**src/rtl/uart_rx_buffered.sv**
```systemverilog
// 8N1 UART receiver with glitch rejection, sticky framing/overrun flags and a
// first-word-fall-through byte FIFO on the client side.
module uart_rx_buffered #(
  parameter int CLKS_PER_BIT = 434,
  parameter int FIFO_DEPTH   = 16,
  parameter int CNT_W        = $clog2(FIFO_DEPTH) + 1
) (
  input  logic             clk_50m,
  input  logic             rst,
  input  logic             rx,
  input  logic             rd_en,
  input  logic             err_clr,
  output logic [7:0]       dout,
  output logic             empty,
  output logic             full,
  output logic [CNT_W-1:0] count,
  output logic             rx_busy,
  output logic             frame_err,
  output logic             overrun
);

  localparam int TICK_W = $clog2(CLKS_PER_BIT);
  localparam int PTR_W  = $clog2(FIFO_DEPTH);
  localparam logic [TICK_W-1:0] HALF_M1 = TICK_W'(CLKS_PER_BIT / 2 - 1);
  localparam logic [TICK_W-1:0] BIT_M1  = TICK_W'(CLKS_PER_BIT - 1);

  typedef enum logic [2:0] {
    S_IDLE,
    S_START,
    S_DATA,
    S_STOP,
    S_WAIT_IDLE
  } state_t;

  state_t            r_state;
  state_t            w_state_nxt;

  logic              r_sync1;
  logic              r_sync2;
  logic              r_sync3;
  logic              w_rxs;
  logic              w_fall;

  logic [TICK_W-1:0] r_tick;
  logic [2:0]        r_bit;
  logic [7:0]        r_shift;
  logic              w_tick_zero;

  logic              w_stop_ok;
  logic              w_set_fe;
  logic              w_push;
  logic              w_pop;
  logic              w_set_ov;

  logic [7:0]        r_mem [FIFO_DEPTH];
  logic [PTR_W-1:0]  r_wr_ptr;
  logic [PTR_W-1:0]  r_rd_ptr;
  logic [PTR_W-1:0]  w_next_rd;
  logic [CNT_W-1:0]  r_count;
  logic [CNT_W-1:0]  w_count_nxt;
  logic [7:0]        w_head;
  logic [7:0]        r_dout;
  logic              r_frame_err;
  logic              r_overrun;
  logic              w_empty;
  logic              w_full;

  // Input synchronizer; third flop gives the previous rxs for edge detection
  always_ff @(posedge clk_50m) begin
    if (rst) begin
      r_sync1 <= 1'b1;
      r_sync2 <= 1'b1;
      r_sync3 <= 1'b1;
    end else begin
      r_sync1 <= rx;
      r_sync2 <= r_sync1;
      r_sync3 <= r_sync2;
    end
  end

  assign w_rxs       = r_sync2;
  assign w_fall      = r_sync3 & ~r_sync2;
  assign w_tick_zero = (r_tick == '0);

  always_ff @(posedge clk_50m) begin
    if (rst) begin
      r_state <= S_IDLE;
    end else begin
      r_state <= w_state_nxt;
    end
  end

  always_comb begin
    w_state_nxt = r_state;
    w_stop_ok   = 1'b0;
    w_set_fe    = 1'b0;
    case (r_state)
      S_IDLE: begin
        if (w_fall) w_state_nxt = S_START;
      end
      S_START: begin
        if (w_tick_zero) w_state_nxt = w_rxs ? S_IDLE : S_DATA;
      end
      S_DATA: begin
        if (w_tick_zero && (r_bit == 3'd7)) w_state_nxt = S_STOP;
      end
      S_STOP: begin
        if (w_tick_zero) begin
          if (w_rxs) begin
            w_stop_ok   = 1'b1;
            w_state_nxt = S_IDLE;
          end else begin
            w_set_fe    = 1'b1;
            w_state_nxt = S_WAIT_IDLE;
          end
        end
      end
      S_WAIT_IDLE: begin
        if (w_rxs) w_state_nxt = S_IDLE;
      end
      default: w_state_nxt = S_IDLE;
    endcase
  end

  // Bit timing and shift register; IDLE keeps the half-bit preload ready
  always_ff @(posedge clk_50m) begin
    case (r_state)
      S_IDLE: begin
        r_tick <= HALF_M1;
        r_bit  <= 3'd0;
      end
      S_START, S_STOP: begin
        r_tick <= w_tick_zero ? BIT_M1 : r_tick - TICK_W'(1);
      end
      S_DATA: begin
        if (w_tick_zero) begin
          r_tick  <= BIT_M1;
          r_shift <= {w_rxs, r_shift[7:1]};
          r_bit   <= r_bit + 3'd1;
        end else begin
          r_tick <= r_tick - TICK_W'(1);
        end
      end
      default: r_tick <= r_tick;
    endcase
  end

  assign w_empty     = (r_count == '0);
  assign w_full      = (r_count == CNT_W'(FIFO_DEPTH));
  assign w_pop       = rd_en & ~w_empty;
  assign w_push      = w_stop_ok & (~w_full | w_pop);
  assign w_set_ov    = w_stop_ok & w_full & ~w_pop;
  assign w_count_nxt = r_count + CNT_W'(w_push) - CNT_W'(w_pop);
  assign w_next_rd   = r_rd_ptr + PTR_W'(w_pop);

  // New head bypasses the memory when the incoming byte becomes the only entry
  assign w_head = (w_push && (w_next_rd == r_wr_ptr)) ? r_shift : r_mem[w_next_rd];

  always_ff @(posedge clk_50m) begin
    if (w_push) r_mem[r_wr_ptr] <= r_shift;
  end

  always_ff @(posedge clk_50m) begin
    if (rst) begin
      r_wr_ptr <= '0;
      r_rd_ptr <= '0;
      r_count  <= '0;
      r_dout   <= 8'h00;
    end else begin
      if (w_push) r_wr_ptr <= r_wr_ptr + PTR_W'(1);
      r_rd_ptr <= w_next_rd;
      r_count  <= w_count_nxt;
      if (w_count_nxt != '0) r_dout <= w_head;
    end
  end

  always_ff @(posedge clk_50m) begin
    if (rst) begin
      r_frame_err <= 1'b0;
      r_overrun   <= 1'b0;
    end else begin
      if (w_set_fe)     r_frame_err <= 1'b1;
      else if (err_clr) r_frame_err <= 1'b0;
      if (w_set_ov)     r_overrun   <= 1'b1;
      else if (err_clr) r_overrun   <= 1'b0;
    end
  end

  assign dout      = r_dout;
  assign empty     = w_empty;
  assign full      = w_full;
  assign count     = r_count;
  assign rx_busy   = (r_state != S_IDLE);
  assign frame_err = r_frame_err;
  assign overrun   = r_overrun;

endmodule

```
**config.mk**
```make
export PLATFORM = sky130hd
export DESIGN_NAME = uart_rx_buffered
export DESIGN_NICKNAME = d
export VERILOG_FILES = /design/src/rtl/uart_rx_buffered.sv
export SDC_FILE = /design/constraint.sdc
export NUM_CORES = 1
export LEC_CHECK = 0
export BUFFER_PORTS_ARGS = -buffer_cell sky130_fd_sc_hd__buf_2
export CAP_MARGIN = 20
export CORE_UTILIZATION = 37
export CTS_BUF_LIST = sky130_fd_sc_hd__clkbuf_8
export DETAILED_ROUTE_END_ITERATION = 10
export GPL_TIMING_DRIVEN = 0
export PLACE_DENSITY_LB_ADDON = 0.05
export SYNTH_ARGS = -nofsm -noshare
export SYNTH_HDL_FRONTEND = slang
export SYNTH_SLANG_ARGS = --single-unit
```
**constraint.sdc**
```tcl
create_clock -name clk_50m -period 6.6 [get_ports clk_50m]
set_input_delay 0.33 -clock clk_50m [delete_from_list [all_inputs] [get_ports clk_50m]]
set_output_delay 0.33 -clock clk_50m [all_outputs]
set_load 0.01 [all_outputs]
```
==> results of run 1 <==
==> power breakdown <==
group | leakage [nW] | internal, mW | switching (mW)
Sequential | 1.59 | 1.26 | 0.0405
Combinational | 0.991 | 0.375 | 0.497
Clock | 0.190 | 0.340 | 0.410
Total | 2.77 | 1.98 | 0.948
==> synthesized netlist by cell type, types with 7 or more instances <==
cell type / n
edfxtp_1: 148
buf_2: 8
inv_1: 12
dfxtp_1: 29
nor2_1: 31
nand2_1: 64
a221oi_1: 7
clkbuf_1: 10
xnor2_1: 12
nor2b_1: 10
a32oi_1: 7
a21oi_1: 11
o21ai_0: 7
ha_1: 16
nor4_1: 11
nand3_1: 16
mux4_2: 18
mux2i_1: 17
a221o_1: 8
==> cell families after synthesis <==
group | Yosys count | share of synthesized area [%]
AOI/OAI and AO/OA | 45 | 4.49
xor gates and xnor gates | 19 | 2.43
adders and majority gates | 17 | 2.97
buffers and inverters | 36 | 2.43
DFF | 177 | 67.8
muxes | 35 | 7.77
and+or+nand+nor | 175 | 12.1
==> per-layer routing <==
metal / up-vias / wire length [um] / GRT usage (%)
met4: 0 / 287 / 6.22
met3: 16 / 444 / 3.20
li1: 1988 / - / -
met2: 59 / 8110 / 28.6
met1: 2102 / 7740 / 23.0
met5: - / 0 / 0
==> stage by stage <==
stage / cell area [um2] / instances / total power, mW / setup WS (ns) / utilization [%]
5_1_grt: 8280 / 828 / 3.09 / 1.55 / 42.4
3_3_place_gp: 7850 / 791 / 2.21 / 1.66 / 40.2
2_1_floorplan: 7410 / 504 / 1.96 / 2.46 / -
3_5_place_dp: 7890 / 796 / 2.21 / 1.85 / 40.4
6_report: 8280 / 828 / 2.93 / 1.82 / 42.4
4_1_cts: 8280 / 828 / 2.96 / 1.83 / 42.4
==> sequential cells by signal, summed over array words and instances (netlist names) <==
register,count
r_state,3
dout,8
r_rd_ptr,4
r_mem,128
r_shift,8
r_bit,3
overrun,1
r_tick,9
r_sync2,1
frame_err,1
r_wr_ptr,4
r_sync3,1
count,5
r_sync1,1
==> worst max-delay path by stage <==
stage	endpoint	depth (start not counted)
4_1_cts	dout[7]$_SDFFE_PP0P_	15
2_1_floorplan	dout[0]$_SDFFE_PP0P_	14
3_5_place_dp	dout[4]$_SDFFE_PP0P_	15
3_3_place_gp	dout[4]$_SDFFE_PP0P_	14
6_report	dout[7]$_SDFFE_PP0P_	15
5_1_grt	dout[1]$_SDFFE_PP0P_	15
==> worst register-to-register path, stage by stage, from the launching register on <==
cell and delay (ns):
edfxtp_1 0.45, or4_1 0.53, buf_2 0.17, nor4_1 0.52, and3_1 0.22, buf_2 0.20
inv_1 0.07, ha_1 0.27, inv_1 0.04, ha_1 0.20, fa_1 0.42, xor2_1 0.17
or3_1 0.35, nor3_2 0.58, nor4_4 0.17, a221o_1 0.32
==> cell type report <==
cell class | instances | share of cell area, %
plain buffers | 24 | 1.63
flip-flops and latches | 177 | 60.7
repair buffers | 27 | 1.75
clock inverters | 15 | 1.95
clock buffers | 17 | 2.83
well taps | 265 | 4.00
inverters | 12 | 0.544
multi-input cells | 291 | 26.6
==> impl_metrics.yaml, run 1 <==
worst_setup_path:
  crit_type: "flop to flop"
  ff2ff_setup_slack_ns: 1.82
  crit_family: "simple AND/OR/NAND/NOR gates"
  cp.arrival_ns: 5.13
  reg2regPathDepth: 15
  cp_slowest_cell: "nor3_2"
  crit_required_ns: 6.95
  cp_cell_sequence: "or4_1 -> buf_2 -> nor4_1 -> and3_1 -> buf_2 -> inv_1 -> ha_1 -> inv_1 -> ha_1 -> fa_1 -> xor2_1 -> or3_1 -> nor3_2 -> nor4_4 -> a221o_1"
  crit_path_start: "r_tick[2]$_SDFFCE_PP0P_"
  startpoint_type: "flop"
  critPathMaxStageDelay_ns: 0.58
  rr_startpoint: "r_tick[2]$_SDFFCE_PP0P_"
  critPathBufInv: 4
  rr_endpoint: "dout[7]$_SDFFE_PP0P_"
  crit_fanout: 9
  worst_setup_path_end_kind: "flop"
yosys:
  synth_area_leader_cell: "edfxtp_1"
  yosys-top-cells-area: "edfxtp_1 60%, dfxtp_1 7.8%, mux4_2 5.5%"
  yosys_most_used_dff: "edfxtp_1"
  synth-edff-count: 148
  synth-seq-cells: 177
  yosys_warnings: 0
  synthesis.area_um2: 7410
  synthArstFlopShare_pct: 0
  synth_top_cell_area_share_pct: 60.0
  syn_inst: 504
  synth_area_per_cell_um2: 14.7
  synth_nets: 526
  ys_types: 51
  seq_area_frac_synth_pct: 67.8
cells_and_area:
  n_antenna_cell: 0
  areaGrowthSynthToFinish_pct: 11.8
  layout_common_cells: "148 x edfxtp_1, 64 x nand2_1, 31 x buf_2, 31 x nor2_1, 29 x dfxtp_1"
  fin_nets: 572
  multi_input_area_um2: 2200
  register_area_um2: 5020
  layout-drive-gt1-share_pct: 17.9
  final_common_cell: "edfxtp_1"
  fillCellCount: 1837
timing:
  fmax_mhz: 209
  finalCritPeriodShare_pct: 72.4
  grt_setup_unrepaired: "no"
  period_minus_slack_ns: 4.78
  slew_violations: 0
  report.final.hold_viol_count: 0
  holdWs_ns: 0.0524
  setup_tns_ns: 0
  setup_viol: 0
  relSlewSlack_pct: 41.2
  clock-skew-final_ns: 0.0103
  worstMarginPinSlew_ns: 0.878
clock_tree:
  cts_buffer_depth: 2
  clk_pin_slew_ns: 0.09
  clkLatencyLatePin_ns: 0.46
  cts_buffers: 17
  clkSinkCount: 177
  cts_hold_buffers: 0
  cts_setup_buffers: 0
  cts_root_buf: "clkbuf_8"
  cts_tree: "built"
  ctsHtreeMaxLevel: 4
  cts_resized: 0
placed_design:
  hpwl_um: 11200
  portBuffers: 22
  gp_congestion: 0.785
drt:
  vias_per_cell: 5.03
  wl_per_cell_um: 20.0
  dr.pass1.iters: 4
  ant_nets: 0
  remaining_drc_errors: 0
  drt_iter0_markers: 241
  vias: 4165
  wl_um: 16600
power_and_ir_drop:
  leakagePower_nw: 2.77
  powerDensity_nw_per_um2: 353
  vdd_drop_max_mv: 0.118
floorplan:
  num_rows: 51
  start_util_pct: 37.9
  die_h_um: 144
  dieArea_um2: 20600
  die_w_um: 144
  fp.coreArea_um2: 19500
  io_pins: 23
worst_hold_path:
  holdCritPathClass: "primary input to flop"
  min-delay-start: "rx"
  holdPathStages: 2
  whs_endpoint: "r_sync1$_SDFF_PP1_"
global_routing:
  antenna_found_initial: 0
  grt_usage_pct: 17.4
  grt_first_pass_wirelength_um: 25000
  grt_max_degree: 19
  grt_overflow: 0
  grt_pass1_vias: 4221
run_status:
  outcome: "completed"
run:
  cap_violations: 0
Power figures use the tool's default switching activity.
==> run 2, diff against run 1 <==
Clock period 6.6 ns to 4.9 ns, I/O delays scaled along.
==> run 2 against run 1 <==
Compared with the run above: fmax grew 7.7%; hold slack hardly changed; setup slack lost 1.4 ns; critical path depth stayed put; core utilization is 0.12 points higher; critical endpoint unchanged; highest routed layer unchanged.
==> impl_metrics.yaml, run 2 (same netlist as run 1, synthesis figures left out) <==
run_status:
  outcome: "completed"
clock_tree:
  cts_buffer_depth: 2
  cts_tree: "built"
  clkSinkCount: 177
  cts_buffers: 17
  ctsHtreeMaxLevel: 4
  clkLatencyLatePin_ns: 0.46
  cts_root_buf: "clkbuf_8"
  clk_pin_slew_ns: 0.09
cells_and_area:
  areaGrowthSynthToFinish_pct: 12.1
  registers.top_by_ff_count: "r_mem"
  n_antenna_cell: 0
  fin_nets: 573
  reg_top3: "r_mem x128, r_tick x9"
  layout-drive-gt1-share_pct: 18.1
  layout_common_cells: "148 x edfxtp_1, 64 x nand2_1, 31 x buf_2, 31 x nor2_1, 29 x dfxtp_1"
  fin_cells: 829
  final_common_cell: "edfxtp_1"
  largest_reg_flops: 128
worst_setup_path:
  crit_fanout: 9
  startpoint_type: "flop"
  crit_required_ns: 5.25
  worst_setup_path_end_kind: "flop"
  cp.arrival_ns: 4.78
  crit_type: "flop to flop"
  reg2regPathDepth: 15
timing:
  grt_setup_unrepaired: "no"
  slew_violations: 0
  clock-skew-final_ns: 0.0104
  fmax_mhz: 226
  finalCritPeriodShare_pct: 90.5
  setup_viol: 0
  report.final.hold_viol_count: 0
  period_minus_slack_ns: 4.43
  worstMarginPinSlew_ns: 0.873
  relSlewSlack_pct: 41.4
drt:
  ant_nets: 0
  wl_per_cell_um: 20.0
  remaining_drc_errors: 0
  drt_iter0_markers: 262
  vias_per_cell: 4.99
  vias: 4136
  wl_um: 16600
  dr.pass1.iters: 4
placed_design:
  hpwl_um: 11200
  place_inst: 796
  portBuffers: 22
  gp_congestion: 0.785
global_routing:
  grt_usage_pct: 17.4
  grt_pass1_vias: 4223
  antenna_found_initial: 0
  grt_overflow: 0
  grt_max_degree: 19
  grt_first_pass_wirelength_um: 25000
floorplan:
  die_w_um: 144
  fp.coreArea_um2: 19500
  num_rows: 51
  io_pins: 23
  dieArea_um2: 20600
  die_h_um: 144
  start_util_pct: 37.9
worst_hold_path:
  holdPathStages: 3
  holdCritPathClass: "primary input to flop"
power_and_ir_drop:
  finalPower_mw: 3.95
  vdd_drop_max_mv: 0.158
  leakagePower_nw: 2.78
  powerDensity_nw_per_um2: 476
run:
  cap_violations: 0
run 2: cell type report:
type,count,area [um2]
Timing Repair Buffer,28,155
Sequential cell,177,5020
Clock inverter,15,161
Multi-Input combinational cell,291,2220
Inverter,12,45.0
Fill cell,1836,11200
Buffer,24,135
Tap cell,265,332
Clock buffer,17,234
run 2: final timing paths:
kind                                        endpoint  slack, ns                     from
worst min-delay path            overrun$_SDFFE_PP0P_       0.05                  err_clr
worst max-delay path            dout[7]$_SDFFE_PP0P_       0.47  r_tick[2]$_SDFFCE_PP0P_
worst min register to register    r_sync2$_SDFF_PP1_       0.42       r_sync1$_SDFF_PP1_
worst max register to register  dout[7]$_SDFFE_PP0P_       0.47  r_tick[2]$_SDFFCE_PP0P_
run 2: timing repair:
item,in CTS,in global routing
gates resized for setup,0,2
buffers inserted,0,0
setup endpoints to repair,0,8
hold buffers,1,0
endpoints found under the hold margin,1,0
run 2: through the flow:
step,setup slack [ns],util [%],cell area [um2],hold slack [ns],setup TNS [ns]
after detailed placement,0.148,40.4,7890,0.405,0
after global placement,-0.0403,40.2,7850,0.400,-0.293
after floorplan,0.764,-,7410,0.349,0
final,0.466,42.5,8300,0.0528,0
after CTS,0.135,42.5,8290,0.0214,0
after global routing,0.147,42.5,8300,0.0389,0
run 2: critical path, stage by stage, from the launching register on:
cell,delay [ns]
edfxtp_1,0.45
or4_1,0.53
buf_2,0.18
nor4_2,0.36
and3_1,0.20
buf_2,0.19
inv_1,0.07
ha_1,0.27
inv_1,0.04
ha_1,0.20
fa_1,0.42
xor2_1,0.17
or3_1,0.37
nor3_4,0.43
nor4_4,0.14
a221o_1,0.31
run 2: layer usage:
layer | vias up | track usage, % | routed length [um]
li1 | 1989 | - | -
met1 | 2068 | 22.9 | 7670
met2 | 65 | 28.8 | 8210
met3 | 14 | 3.20 | 436
met4 | 0 | 6.22 | 259
met5 | - | 0 | 0
run 2: power breakdown:
group          internal (mW)  total (mW)  switching (mW)
registers               1.70        1.75          0.0545
clock network          0.458        1.01           0.550
logic                  0.509        1.19           0.682
